==> src/rtl/shift_operand_stage_if.sv <==
// shift_operand_stage_if: instruction/operand bundle between
// the register-file read stage, the operand stage and the shifter.
interface shift_operand_stage_if;
  logic        InValid;
  logic        InReady;
  logic [31:0] Instr;
  logic [31:0] RD2;
  logic        RsSel;
  logic        OutValid;
  logic [1:0]  Sh;
  logic [4:0]  Shamt5;
  logic [31:0] ShIn;
  logic        ShAmtBig;

  modport master (
    output InValid,
    output Instr,
    output RD2,
    input  InReady,
    input  RsSel,
    input  OutValid,
    input  Sh,
    input  Shamt5,
    input  ShIn,
    input  ShAmtBig
  );

  modport slave (
    input  InValid,
    input  Instr,
    input  RD2,
    output InReady,
    output RsSel,
    output OutValid,
    output Sh,
    output Shamt5,
    output ShIn,
    output ShAmtBig
  );
endinterface

==> src/rtl/shift_operand_stage.sv <==
// shift_operand_stage: decodes the Src2 field and registers
// the barrel-shifter operands (Sh, Shamt5, ShIn, ShAmtBig).
module shift_operand_stage #(
  parameter bit REG_SHIFT_EN = 1'b1
) (
  input  logic CLK,
  input  logic Reset,
  input  logic Stall,
  input  logic Flush,
  shift_operand_stage_if.slave bus
);

  typedef enum logic {
    IDLE,
    RS_FETCH
  } state_t;

  state_t      state_q, state_d;
  logic [31:0] rm_q, rm_d;
  logic [1:0]  rsh_q, rsh_d;
  logic        vld_q, vld_d;
  logic [1:0]  sh_q, sh_d;
  logic [4:0]  amt_q, amt_d;
  logic [31:0] shin_q, shin_d;
  logic        big_q, big_d;

  logic in_ready;
  logic accept;
  logic is_imm;
  logic is_reg;
  logic unused_bits;

  // Only bit 25 and bits 11:0 of the instruction matter here.
  assign unused_bits = ^{bus.Instr[31:26], bus.Instr[24:12]};

  assign in_ready = (state_q == IDLE) & ~Stall;
  assign accept   = bus.InValid & in_ready;
  assign is_imm   = bus.Instr[25];
  assign is_reg   = ~bus.Instr[25] & bus.Instr[4] & REG_SHIFT_EN;

  assign bus.InReady  = in_ready;
  assign bus.RsSel    = (state_q == RS_FETCH);
  assign bus.OutValid = vld_q;
  assign bus.Sh       = sh_q;
  assign bus.Shamt5   = amt_q;
  assign bus.ShIn     = shin_q;
  assign bus.ShAmtBig = big_q;

  // Next state: Flush beats Stall beats decode; data outputs
  // only move when a result is actually produced.
  always_comb begin
    state_d = state_q;
    rm_d    = rm_q;
    rsh_d   = rsh_q;
    vld_d   = vld_q;
    sh_d    = sh_q;
    amt_d   = amt_q;
    shin_d  = shin_q;
    big_d   = big_q;
    if (Flush) begin
      state_d = IDLE;
      vld_d   = 1'b0;
      rm_d    = '0;
      rsh_d   = '0;
    end else if (!Stall) begin
      unique case (state_q)
        IDLE: begin
          vld_d = 1'b0;
          if (accept) begin
            unique case (1'b1)
              is_imm: begin
                shin_d = {24'b0, bus.Instr[7:0]};
                sh_d   = 2'b11;
                amt_d  = {bus.Instr[11:8], 1'b0};
                big_d  = 1'b0;
                vld_d  = 1'b1;
              end
              is_reg: begin
                rm_d    = bus.RD2;
                rsh_d   = bus.Instr[6:5];
                state_d = RS_FETCH;
              end
              default: begin
                shin_d = bus.RD2;
                sh_d   = bus.Instr[6:5];
                amt_d  = bus.Instr[11:7];
                big_d  = 1'b0;
                vld_d  = 1'b1;
              end
            endcase
          end
        end
        RS_FETCH: begin
          // RD2 now carries Rs; only its low byte is the amount.
          amt_d   = bus.RD2[4:0];
          big_d   = |bus.RD2[7:5];
          shin_d  = rm_q;
          sh_d    = rsh_q;
          vld_d   = 1'b1;
          state_d = IDLE;
        end
      endcase
    end
  end

  // State and operand registers with synchronous reset.
  always_ff @(posedge CLK) begin
    if (Reset) begin
      state_q <= IDLE;
      rm_q    <= '0;
      rsh_q   <= '0;
      vld_q   <= 1'b0;
      sh_q    <= '0;
      amt_q   <= '0;
      shin_q  <= '0;
      big_q   <= 1'b0;
    end else begin
      state_q <= state_d;
      rm_q    <= rm_d;
      rsh_q   <= rsh_d;
      vld_q   <= vld_d;
      sh_q    <= sh_d;
      amt_q   <= amt_d;
      shin_q  <= shin_d;
      big_q   <= big_d;
    end
  end

endmodule

==> src/flat_wrapper.sv <==
// flat-port wrapper written by rule: the top's interface ports become plain ports
module shift_operand_stage_flat 
#(
  parameter bit REG_SHIFT_EN = 1'b1
)
  (CLK, Reset, Stall, Flush, bus_InValid, bus_Instr, bus_RD2, bus_InReady, bus_RsSel, bus_OutValid, bus_Sh, bus_Shamt5, bus_ShIn, bus_ShAmtBig);
  shift_operand_stage_if bus_i ();
  input  logic CLK;
  input  logic Reset;
  input  logic Stall;
  input  logic Flush;
  input wire logic [$bits(bus_i.InValid)-1:0] bus_InValid;
  input wire logic [$bits(bus_i.Instr)-1:0] bus_Instr;
  input wire logic [$bits(bus_i.RD2)-1:0] bus_RD2;
  output wire logic [$bits(bus_i.InReady)-1:0] bus_InReady;
  output wire logic [$bits(bus_i.RsSel)-1:0] bus_RsSel;
  output wire logic [$bits(bus_i.OutValid)-1:0] bus_OutValid;
  output wire logic [$bits(bus_i.Sh)-1:0] bus_Sh;
  output wire logic [$bits(bus_i.Shamt5)-1:0] bus_Shamt5;
  output wire logic [$bits(bus_i.ShIn)-1:0] bus_ShIn;
  output wire logic [$bits(bus_i.ShAmtBig)-1:0] bus_ShAmtBig;
  assign bus_i.InValid = bus_InValid;
  assign bus_i.Instr = bus_Instr;
  assign bus_i.RD2 = bus_RD2;
  assign bus_InReady = bus_i.InReady;
  assign bus_RsSel = bus_i.RsSel;
  assign bus_OutValid = bus_i.OutValid;
  assign bus_Sh = bus_i.Sh;
  assign bus_Shamt5 = bus_i.Shamt5;
  assign bus_ShIn = bus_i.ShIn;
  assign bus_ShAmtBig = bus_i.ShAmtBig;
  shift_operand_stage #(.REG_SHIFT_EN(REG_SHIFT_EN)) u_core (.CLK(CLK), .Reset(Reset), .Stall(Stall), .Flush(Flush), .bus(bus_i));
endmodule
==> config.mk <==
export PLATFORM = sky130hd
export DESIGN_NAME = shift_operand_stage_flat
export DESIGN_NICKNAME = d
export VERILOG_FILES = /design/src/rtl/shift_operand_stage_if.sv /design/src/rtl/shift_operand_stage.sv /design/src/flat_wrapper.sv
export SDC_FILE = /design/constraint.sdc
export NUM_CORES = 1
export LEC_CHECK = 0
export ABC_AREA = 1
export CAP_MARGIN = 10
export CORE_MARGIN = 2
export CORE_UTILIZATION = 42
export CTS_CLUSTER_SIZE = 25
export DETAILED_ROUTE_END_ITERATION = 8
export PLACE_DENSITY = 0.84
export SKIP_CTS_REPAIR_TIMING = 1
export SYNTH_ARGS = -nofsm -noshare
export SYNTH_HDL_FRONTEND = slang
export SYNTH_SLANG_ARGS = --single-unit
==> constraint.sdc <==
create_clock -name CLK -period 1.3 [get_ports CLK]
set_input_delay 0.195 -clock CLK [delete_from_list [all_inputs] [get_ports CLK]]
set_output_delay 0.195 -clock CLK [all_outputs]
set_load 0.01 [all_outputs]
==> impl_metrics.tcl <==
set metrics [dict create \
    status "complete, but fails checks" \
    violations "setup timing" \
    rsz0062_at_grt "true" \
    worstHoldPathType "primary input to flip-flop" \
    synth_common_cells "145 x nor2_1, 108 x nand2_1, 76 x dfxtp_1, 49 x nand3_1, 36 x o21ai_0" \
    fin_setup_tns_ps -5260 \
    diodes 0 \
    dpl.hpwl_microns 6980 \
    finalCritPeriodShare 1.12 \
    crit_chain "buf_8 -> buf_4 -> a21oi_4 -> nor2_4 -> buf_12 -> clkbuf_16 -> nand3_2 -> nand2_1 -> nor2_2" \
    ys_ff_latch 76 \
    cts.sinks 76 \
    grt_max_degree 41 \
    cts_tree "built" \
    grt_pass1_vias 3612 \
    final_area_sq_um 5540 \
    path_clk_slew_ps 80 \
    drtAntennaViolNets 0 \
    dieArea_sq_um 9090 \
    grt_pass1_wl_microns 15900 \
    synthTopCellsByArea "dfxtp_1 43%, nor2_1 16%, nand2_1 12%" \
    drv_cap 0 \
    powerDensity_nw_per_um2 958 \
    worst-path-buf-inv 4 \
    firstDrtPassIters 5 \
    synthCells 509 \
    drive_gt1_frac 0.181 \
    antenna_found_initial 0 \
    synth_top_cell_by_area "dfxtp_1" \
    core_sq_um 8130 \
    power_leakage_uw 0.00301 \
    place_area_sq_um 4760 \
    rr_startpoint "u_core.bus.RsSel" \
    yosysWarnings 0 \
    synth.distinct_cells 21 \
    nets 701 \
    hold_viol_final 0 \
    hp-start "Stall" \
    cp_top_family "buffers and inverters" \
    fmax_mhz 685 \
    post-route-min-period_ps 1460 \
    grt.total_usage 0.222 \
    critPathMaxStageDelay_ps 390 \
    crit_path_start_kind "flip-flop" \
    syn_avg_cell_area_sq_um 6.89 \
    initial_core_util 0.431 \
    peakVddDrop_uv 575 \
    gp_congestion 0.820 \
    syn_area_sq_um 3500 \
    clock_path_buffers 2 \
    synth_edf_count 0 \
    yosysMostFrequentCell "nor2_1" \
    ys.flop_type "dfxtp_1" \
    totalWireLength_microns 12500 \
    crit_path_max_fanout 7 \
    worstMarginPinSlew_ps 326 \
    crit_slowest_cell "dfxtp_4" \
    crit_required_ps 1590 \
    fin_ws_ps -159 \
    final-setup-viol-count 71 \
    vias 4015 \
    die_y_microns 95.3 \
    relSlewSlack 0.782 \
    clock_latency_ps 350 \
    hold_ws_ps 405 \
    power.total_uw 5310 \
    area_growth_pct 58.1 \
    route.detailed.drc 0 \
    cts.htree.levels 3 \
    async_flop_share 0 \
    yosysSeqAreaShare 0.434 \
    cts-root-buf "clkbuf_8" \
    io_pins 112 \
    cts_buffers 9 \
    die_w_microns 95.3 \
    grt-ovfl-total 0 \
    arrival_ps 1740 \
    worst_setup_path_end_kind "flip-flop" \
    drv_slew 0 \
    synth_nets 578 \
    setup.worst_path.start "u_core.bus.RsSel" \
    synthDominantCellAreaShare 0.434 \
    numPortBuffers 92 \
    setup.worst_path.class "flip-flop to flip-flop" \
    final.setup_skew_ps 12.4 \
    wl_per_cell_microns 16.9 \
    drt_iter0_drc 276 \
    std_cell_rows 33 \
    vias_per_cell 5.41 \
]
## layout make-up
class	count	area (sq um)
Clock inverter	6	88.8
Multi-Input combinational cell	387	1870
Tap cell	105	131
Timing Repair Buffer	147	1740
Fill cell	624	2590
Sequential cell	76	1530
Clock buffer	10	128
Inverter	11	56.3
## kinds of logic after synthesis
logic type             synth area share
AO/OA/AOI/OAI                     0.123
buffers and inverters            0.0685
flip-flops                        0.434
AND/OR/NAND/NOR                   0.374
## worst register-to-register path: stages, from the launching register on
cell       delay [ps]
dfxtp_4           390
buf_8             150
buf_4             140
a21oi_4           130
nor2_4             50
buf_12            150
clkbuf_16         170
nand3_2            60
nand2_1            60
nor2_2            120
## routing by layer
| metal | track usage | vias to the layer above | routed length [microns] |
|---|---|---|---|
| met5 | 0 | - | 0 |
| li1 | - | 1868 | - |
| met2 | 0.386 | 255 | 6160 |
| met4 | 0.101 | 0 | 500 |
| met1 | 0.262 | 1830 | 4790 |
| met3 | 0.0466 | 62 | 1090 |
## cells in the final DEF, fill, tap and decap left out, types with 2 or more instances in the layout
| cell | instances |
|---|---|
| nor2_4 | 4 |
| bufinv_16 | 2 |
| o21ai_2 | 2 |
| dfxtp_1 | 75 |
| clkdlybuf4s50_1 | 47 |
| buf_6 | 6 |
| buf_4 | 28 |
| nand3_2 | 7 |
| clkbuf_8 | 9 |
| nor2_2 | 2 |
| a21boi_0 | 12 |
| nand3_1 | 41 |
| nand2_2 | 6 |
| nor2_1 | 142 |
| o21ai_0 | 34 |
| clkinvlp_4 | 2 |
| buf_8 | 2 |
| a21oi_1 | 5 |
| a21boi_2 | 6 |
| or2_2 | 6 |
| a21boi_1 | 10 |
| nand2_1 | 103 |
| inv_1 | 7 |
| dlymetal6s2s_1 | 44 |
| buf_12 | 14 |
| inv_2 | 2 |
| clkbuf_16 | 5 |
## per-stage QoR
stage          setup WS (ps)  utilization  instances
6_report                -159        0.681        742
5_1_grt                 -199        0.681        742
2_1_floorplan           3.37            -        509
3_5_place_dp            -428        0.585        704
4_1_cts                 -496        0.612        720
3_3_place_gp            -374        0.585        704
## where the power goes
part	total (uW)	internal [uW]	switching, uW
Clock	2000	1080	918
Sequential	2410	2380	29.3
Combinational	897	450	446
## final timing paths
check | to | slack, ps | cells after the start
worst max register to register | u_core.bus.ShIn[19] | -160 | 9
worst max-delay path | u_core.bus.ShIn[19] | -160 | 9
worst min-delay path | u_core.bus.OutValid | 410 | 4
worst min register to register | u_core.rm_q[5] | 480 | 2
## state kept, by name, summed over array words and instances (netlist names)
| name | flops |
|---|---|
| u_core.bus.ShIn | 32 |
| u_core.rm_q | 32 |
| u_core.bus.Shamt5 | 5 |
| u_core.bus.Sh | 2 |
| u_core.rsh_q | 2 |
| u_core.bus.OutValid | 1 |
| u_core.bus.RsSel | 1 |
| u_core.bus.ShAmtBig | 1 |
(Power assumes the default switching activity.)
